### config.mk
export PLATFORM = sky130hd
export DESIGN_NAME = mdu_sequencer
export DESIGN_NICKNAME = d
export VERILOG_FILES = /design/src/rtl/mdu_pkg.sv /design/src/rtl/mdu_div_step.sv /design/src/rtl/mdu_sequencer.sv
export SDC_FILE = /design/constraint.sdc
export NUM_CORES = 1
export LEC_CHECK = 0
export BUFFER_PORTS_ARGS = -buffer_cell sky130_fd_sc_hd__buf_2
export CORE_MARGIN = 2
export CORE_UTILIZATION = 50
export DETAILED_ROUTE_END_ITERATION = 10
export GPL_TIMING_DRIVEN = 0
export HOLD_SLACK_MARGIN = 0.08
export PLACE_DENSITY_LB_ADDON = 0.15
export SYNTH_ARGS = -nofsm -noshare
export SYNTH_HDL_FRONTEND = slang
export SYNTH_SLANG_ARGS = --single-unit
### constraint.sdc
create_clock -name clk -period 7.9 [get_ports clk]
set_input_delay 0.79 -clock clk [delete_from_list [all_inputs] [get_ports clk]]
set_output_delay 0.79 -clock clk [all_outputs]
set_load 0.01 [all_outputs]
### src/rtl/mdu_pkg.sv
// Shared definitions for the RV32M sequencer: alu_ctl op codes, FSM state encoding, widths.
// Also carries the small op-class decode helpers used by the top level.
package mdu_pkg;

   localparam int XLEN  = 32;
   localparam int CNT_W = 5;

   localparam logic [4:0] OP_MUL    = 5'h02;
   localparam logic [4:0] OP_MULH   = 5'h03;
   localparam logic [4:0] OP_MULHSU = 5'h04;
   localparam logic [4:0] OP_MULHU  = 5'h05;
   localparam logic [4:0] OP_DIV    = 5'h06;
   localparam logic [4:0] OP_DIVU   = 5'h07;
   localparam logic [4:0] OP_REM    = 5'h08;
   localparam logic [4:0] OP_REMU   = 5'h09;

   typedef enum logic [1:0] {
      ST_IDLE = 2'd0,
      ST_CALC = 2'd1,
      ST_DONE = 2'd2
   } state_e;

   function automatic logic op_is_m(input logic [4:0] op);
      return (op >= OP_MUL) && (op <= OP_REMU);
   endfunction

   function automatic logic op_is_div(input logic [4:0] op);
      return (op >= OP_DIV) && (op <= OP_REMU);
   endfunction

   function automatic logic op_is_rem(input logic [4:0] op);
      return (op == OP_REM) || (op == OP_REMU);
   endfunction

endpackage

### src/rtl/mdu_div_step.sv
// One restoring-division iteration: shift rem:quo left, trial-subtract the divisor, keep or restore.
// Purely combinational; rem_in is always below divisor, so the shifted value fits in XLEN+1 bits.
module mdu_div_step
   import mdu_pkg::*;
(
   input  logic [XLEN-1:0] rem_in,
   input  logic [XLEN-1:0] quo_in,
   input  logic [XLEN-1:0] divisor,
   output logic [XLEN-1:0] rem_out,
   output logic [XLEN-1:0] quo_out
);

   logic [XLEN:0]   shifted;
   logic [XLEN-1:0] diff;
   logic            ge;

   always_comb begin
      shifted = {rem_in, quo_in[XLEN-1]};
      ge      = shifted >= {1'b0, divisor};
      // When ge holds the true difference is below divisor, so the modulo-2^XLEN subtract is exact.
      diff    = shifted[XLEN-1:0] - divisor;
      rem_out = ge ? diff : shifted[XLEN-1:0];
      quo_out = {quo_in[XLEN-2:0], ge};
   end

endmodule

### src/rtl/mdu_sequencer.sv
// RV32M multi-cycle sequencer: divide 33 cycles (1 on /0 or overflow), multiply 1 cycle with
// MDU_FAST_MUL_EN else 33; holds req_ready low and stalls the pipe while busy, flush aborts.
module mdu_sequencer
   import mdu_pkg::*;
(
   input  logic            clk,
   input  logic            rst,
   input  logic            flush,
   input  logic            req_valid,
   output logic            req_ready,
   input  logic [4:0]      op,
   input  logic [XLEN-1:0] rs1_val,
   input  logic [XLEN-1:0] rs2_val,
   input  logic [4:0]      rd_in,
   output logic            stall,
   output logic            resp_valid,
   output logic [XLEN-1:0] resp_data,
   output logic [4:0]      resp_rd
);

   state_e                  state_q, state_d;
   logic [CNT_W-1:0]        cnt_q, cnt_d;
   logic [2*XLEN-1:0]       acc_q, acc_d;
   logic [XLEN-1:0]         opb_q, opb_d;
   logic [4:0]              op_q, op_d;
   logic [4:0]              rd_q, rd_d;
   logic                    neg_q, neg_d;
   logic                    rem_neg_q, rem_neg_d;
   logic                    resp_valid_q, resp_valid_d;
   logic [XLEN-1:0]         resp_data_q, resp_data_d;
   logic [4:0]              resp_rd_q, resp_rd_d;

   logic                    is_m, accept;
   logic                    req_div, req_sdiv, a_signed, b_signed;
   logic                    a_neg, b_neg, div_zero, div_ovf;
   logic [XLEN-1:0]         a_mag, b_mag, fast_div_res;
   logic [XLEN-1:0]         div_rem, div_quo, quo_fix, rem_fix, calc_res;
   logic [XLEN:0]           mul_sum;
   logic [2*XLEN-1:0]       mul_acc, prod_fix, step_acc;
`ifdef MDU_FAST_MUL_EN
   logic signed [XLEN:0]    fm_a, fm_b;
   logic signed [2*XLEN-1:0] fm_prod;
   logic [XLEN-1:0]         fm_res;
`endif

   mdu_div_step u_div_step (
      .rem_in  (acc_q[2*XLEN-1:XLEN]),
      .quo_in  (acc_q[XLEN-1:0]),
      .divisor (opb_q),
      .rem_out (div_rem),
      .quo_out (div_quo)
   );

   // Request decode: signedness of each operand depends on the op, magnitudes feed both iterators.
   always_comb begin
      is_m     = op_is_m(op);
      accept   = req_valid && (state_q == ST_IDLE) && is_m && !flush;
      req_div  = op_is_div(op);
      req_sdiv = (op == OP_DIV) || (op == OP_REM);
      a_signed = req_sdiv || (op == OP_MUL) || (op == OP_MULH) || (op == OP_MULHSU);
      b_signed = req_sdiv || (op == OP_MUL) || (op == OP_MULH);
      a_neg    = a_signed && rs1_val[XLEN-1];
      b_neg    = b_signed && rs2_val[XLEN-1];
      a_mag    = a_neg ? -rs1_val : rs1_val;
      b_mag    = b_neg ? -rs2_val : rs2_val;
      div_zero = req_div && (rs2_val == '0);
      div_ovf  = req_sdiv && (rs1_val == {1'b1, {(XLEN-1){1'b0}}}) && (rs2_val == '1);
      if (div_zero)
         fast_div_res = op_is_rem(op) ? rs1_val : '1;
      else
         fast_div_res = op_is_rem(op) ? '0 : {1'b1, {(XLEN-1){1'b0}}};
   end

`ifdef MDU_FAST_MUL_EN
   always_comb begin
      fm_a    = {a_signed && rs1_val[XLEN-1], rs1_val};
      fm_b    = {b_signed && rs2_val[XLEN-1], rs2_val};
      fm_prod = fm_a * fm_b;
      fm_res  = (op == OP_MUL) ? fm_prod[XLEN-1:0] : fm_prod[2*XLEN-1:XLEN];
   end
`endif

   // Iteration datapath: acc holds rem:quo for divide, product-high:multiplier for multiply.
   always_comb begin
      mul_sum  = {1'b0, acc_q[2*XLEN-1:XLEN]} + (acc_q[0] ? {1'b0, opb_q} : '0);
      mul_acc  = {mul_sum, acc_q[XLEN-1:1]};
      quo_fix  = neg_q ? -div_quo : div_quo;
      rem_fix  = rem_neg_q ? -div_rem : div_rem;
      prod_fix = neg_q ? -mul_acc : mul_acc;
      if (op_is_div(op_q)) begin
         step_acc = {div_rem, div_quo};
         calc_res = op_is_rem(op_q) ? rem_fix : quo_fix;
      end else begin
         step_acc = mul_acc;
         calc_res = (op_q == OP_MUL) ? prod_fix[XLEN-1:0] : prod_fix[2*XLEN-1:XLEN];
      end
   end

   always_comb begin
      state_d      = state_q;
      cnt_d        = cnt_q;
      acc_d        = acc_q;
      opb_d        = opb_q;
      op_d         = op_q;
      rd_d         = rd_q;
      neg_d        = neg_q;
      rem_neg_d    = rem_neg_q;
      resp_valid_d = 1'b0;
      resp_data_d  = '0;
      resp_rd_d    = '0;
      unique case (state_q)
         ST_IDLE: begin
            if (accept) begin
               op_d = op;
               rd_d = rd_in;
               if (div_zero || div_ovf) begin
                  state_d      = ST_DONE;
                  resp_valid_d = 1'b1;
                  resp_data_d  = fast_div_res;
                  resp_rd_d    = rd_in;
`ifdef MDU_FAST_MUL_EN
               end else if (!req_div) begin
                  state_d      = ST_DONE;
                  resp_valid_d = 1'b1;
                  resp_data_d  = fm_res;
                  resp_rd_d    = rd_in;
`endif
               end else begin
                  state_d   = ST_CALC;
                  cnt_d     = '0;
                  acc_d     = {{XLEN{1'b0}}, a_mag};
                  opb_d     = b_mag;
                  neg_d     = a_neg ^ b_neg;
                  rem_neg_d = a_neg;
               end
            end
         end
         ST_CALC: begin
            acc_d = step_acc;
            cnt_d = cnt_q + 1'b1;
            if (cnt_q == '1) begin
               state_d      = ST_DONE;
               resp_valid_d = 1'b1;
               resp_data_d  = calc_res;
               resp_rd_d    = rd_q;
            end
         end
         ST_DONE: state_d = ST_IDLE;
         default: state_d = ST_IDLE;
      endcase
      if (flush) begin
         state_d      = ST_IDLE;
         cnt_d        = '0;
         acc_d        = '0;
         opb_d        = '0;
         neg_d        = 1'b0;
         rem_neg_d    = 1'b0;
         resp_valid_d = 1'b0;
         resp_data_d  = '0;
         resp_rd_d    = '0;
      end
   end

   always_ff @(posedge clk) begin
      if (rst) begin
         state_q      <= ST_IDLE;
         cnt_q        <= '0;
         acc_q        <= '0;
         opb_q        <= '0;
         op_q         <= '0;
         rd_q         <= '0;
         neg_q        <= 1'b0;
         rem_neg_q    <= 1'b0;
         resp_valid_q <= 1'b0;
         resp_data_q  <= '0;
         resp_rd_q    <= '0;
      end else begin
         state_q      <= state_d;
         cnt_q        <= cnt_d;
         acc_q        <= acc_d;
         opb_q        <= opb_d;
         op_q         <= op_d;
         rd_q         <= rd_d;
         neg_q        <= neg_d;
         rem_neg_q    <= rem_neg_d;
         resp_valid_q <= resp_valid_d;
         resp_data_q  <= resp_data_d;
         resp_rd_q    <= resp_rd_d;
      end
   end

   assign req_ready  = (state_q == ST_IDLE);
   assign stall      = ((state_q == ST_IDLE) && req_valid && is_m) || (state_q == ST_CALC);
   assign resp_valid = resp_valid_q;
   assign resp_data  = resp_data_q;
   assign resp_rd    = resp_rd_q;

endmodule
==> flow_metrics.tcl <==
set metrics [dict create \
    status "finished clean" \
    hpwlAfterDp_mm 60.3 \
    clk_latency_ns 0.48 \
    crit_type "register to register" \
    min_path_cells 2 \
    grtUsageTotal 0.442 \
    synthTopCellsByArea "dfxtp_1 19%, nand2_1 7.0%, nor2_1 6.8%" \
    finalSetupViolations 0 \
    drive_gt1_frac 0.0873 \
    grt_pass1_wl_mm 112 \
    max_freq_ghz 0.132 \
    vias 19900 \
    pwr-share-comb 0.343 \
    cp-end-kind "register" \
    synth_edf_count 0 \
    cts_tree "yes" \
    arrival_ns 7.91 \
    synth-main-ff-cell "dfxtp_1" \
    ioPinCount 118 \
    die_x_um 184 \
    synth-adder-area-share 0.0580 \
    synthArstFlopShare 0 \
    p_per_area_mw_per_mm2 138 \
    avgSynthCellArea_um2 6.87 \
    clock-sinks 153 \
    synth-compound-area-share 0.292 \
    timing.critical_path.required_ns 8.26 \
    timing.rr.start "acc_q[31]$_SDFFE_PP0P_" \
    hold_class "register to register" \
    reg2reg_depth 23 \
    post-route-period-util 0.956 \
    clkSlewWorstSetupHoldPaths_ns 0.08 \
    grt_pass1_vias 18100 \
    h-tree-depth 4 \
    synth_top_area_share 0.189 \
    postPlaceCellArea_mm2 0.0173 \
    relSlewSlack 0.0900 \
    multi_input_area_mm2 0.0122 \
    die_area_mm2 0.0339 \
    regArea_mm2 0.00306 \
    grt_max_degree 17 \
    slowest_delay_ns 0.71 \
    numPortBuffers 117 \
    grt_antenna_before_repair 0 \
    drv_slew 0 \
    p_seq_frac 0.316 \
    sw_frac_of_total 0.400 \
    place_ws_ns 0.0689 \
    num-fill-cells 3150 \
    post-place-cells 2880 \
    wire_per_inst_um 26.2 \
    design_area_mm2 0.0179 \
    rrSetupSlack_ns 0.35 \
    clockBufferDepth 2 \
    drcViolationCount 0 \
    gp_congestion 1.09 \
    rows 65 \
    switchingPower_uw 991 \
    grt-ovfl-total 0 \
    cp_max_fo 10 \
    crit_top_cell "buf_2" \
    first_pass_iters 9 \
    hold_viol_final 0 \
    stdcell_count 2911 \
    tns_ns 0 \
    cp_slowest_cell "or4b_2" \
    first_iter_violations 2601 \
    netlist_area_mm2 0.0162 \
    via_per_inst 6.84 \
    cts-hold-fix-buffers 0 \
    layout_setup_ws_ns 0.348 \
    min_from "opb_q[30]$_SDFFE_PP0P_" \
    synth.distinct_cells 93 \
    muxShareOfSynthArea 0.0257 \
    p_total_mw 2.48 \
    synth_top_family_by_area "compound AO/OA/AOI/OAI gates" \
    syn_nets 2511 \
    floorplan.die.height_um 184 \
    diodes 0 \
    start_util 0.511 \
    areaGrowthSynthToFinish_pct 10.4 \
    ys_ff_latch 153 \
    power_frac_clock 0.341 \
    p_int_mw 1.49 \
    crit_buf_inv 5 \
    rr_endpoint "resp_data[26]$_SDFF_PP0_" \
    synthXorXnorAreaFrac 0.103 \
    hold_end "opb_q[30]$_SDFFE_PP0P_" \
    synthCells 2359 \
    worst_slew_pin_slew_ns 1.36 \
    synth-simple-area-share 0.274 \
    ant_nets 0 \
    drv_cap 0 \
    synth.yosys.warnings 0 \
    leakage_nw 6.96 \
    cts.root.buffer_cell "clkbuf_16" \
    path_cells "inv_1, ha_1, nand2b_1, a21o_1, a211oi_1, nor4_2, o21ai_2, buf_2, buf_2, buf_2, clkbuf_2, nand2_1, o21ai_0, ha_1, nand2_1, or4b_2, a211o_1, o21ai_1, nand4b_1, o21ai_0, xor2_1, nor2_1, o22ai_1" \
    clock_skew_ns 0.0174 \
    core_mm2 0.0317 \
    yosysSeqAreaShare 0.189 \
    period_needed_ns 7.55 \
    rsz0062_at_grt "false" \
    yosysTopAreaCell "dfxtp_1" \
    wl_mm 76.4 \
    numCtsBuffers 17 \
    crit_family "compound AO/OA/AOI/OAI gates" \
    fin_nets 2649 \
    peakVddDrop_uv 165 \
    start_kind "register" \
]
tightest hold or removal path: stages (launching register included):
cell and delay, ns:
dfxtp_1 0.31, nand2_1 0.05, a21oi_1 0.05
cells in the final DEF (no fill, tap or decap), drive strengths merged, types with 72 or more instances in the layout:
cell type,n
nand2,302
nor2,296
a21oi,173
clkbuf,164
o21ai,158
buf,154
dfxtp,153
xor2,109
a211oi,89
xnor2,81
ha,72
per-layer routing:
metal,wire (um),GRT usage,part of all wire
met5,0,0,0
met4,6600,0.332,0.086
met3,9450,0.109,0.12
met1,29000,0.560,0.38
met2,31400,0.647,0.41
what timing repair did:
action,in CTS,in global routing
endpoints found under the hold margin,0,0
setup endpoints to repair,0,8
setup buffers,0,0
resized for setup,0,3
stage by stage:
stage	hold WS, ns	util
finish	0.456	0.564
detailed placement	0.445	0.546
CTS	0.452	0.564
floorplan	0.432	-
global route	0.463	0.564
global placement	0.442	0.546
final cells by class:
class                   instances  area share
clock buffers                  18      0.0245
well taps                     402      0.0281
clock inverters                13     0.00741
plain buffers                 181      0.0402
inverters                      62      0.0130
multi-input cells            1963       0.682
repair buffers                119      0.0335
flip-flops and latches        153       0.171
cell usage after synthesis, drive strengths merged (39+ instances only):
cell type / n
inv: 61
xor2: 109
nor2: 296
nand3: 69
dfxtp: 153
o21ai: 158
nand2: 302
xnor2: 81
nand4: 39
nor3: 51
ha: 72
a21oi: 173
a211oi: 89
clkbuf: 145
flip-flops by register name (all words and copies together) (netlist names):
name / flops
resp_data: 32
resp_rd: 5
neg_q: 1
state_q: 2
rd_q: 5
opb_q: 32
op_q: 5
resp_valid: 1
rem_neg_q: 1
cnt_q: 5
acc_q: 64
how the worst max path moves through the flow:
| stage | start | to | slack [ns] | cells past startpoint |
|---|---|---|---|---|
| 5_1_grt | acc_q[31]$_SDFFE_PP0P_ | resp_data[26]$_SDFF_PP0_ | 0.16 | 23 |
| 6_report | acc_q[31]$_SDFFE_PP0P_ | resp_data[26]$_SDFF_PP0_ | 0.35 | 23 |
| 4_1_cts | acc_q[31]$_SDFFE_PP0P_ | resp_data[28]$_SDFF_PP0_ | 0.02 | 23 |
| 2_1_floorplan | acc_q[43]$_SDFFE_PP0P_ | resp_data[28]$_SDFF_PP0_ | 2.28 | 23 |
| 3_5_place_dp | acc_q[31]$_SDFFE_PP0P_ | resp_data[28]$_SDFF_PP0_ | 0.07 | 23 |
| 3_3_place_gp | acc_q[31]$_SDFFE_PP0P_ | resp_data[26]$_SDFF_PP0_ | 0.12 | 23 |
cells by family after synthesis:
logic type,after synthesis
compound gates,721
fa+ha+maj,74
mux,40
simple gates,938
buf+inv,243
xor+xnor,190
flops,153
power by group through the flow:
stage          Combinational (mW)  Sequential, mW  Clock, mW
5_1_grt                     0.883           0.782      0.869
4_1_cts                     0.802           0.781      0.838
3_3_place_gp                0.795           0.798          0
6_report                    0.850           0.781      0.845
3_5_place_dp                0.797           0.799          0
2_1_floorplan               0.506           0.797          0
Power figures use the tool's default switching activity.
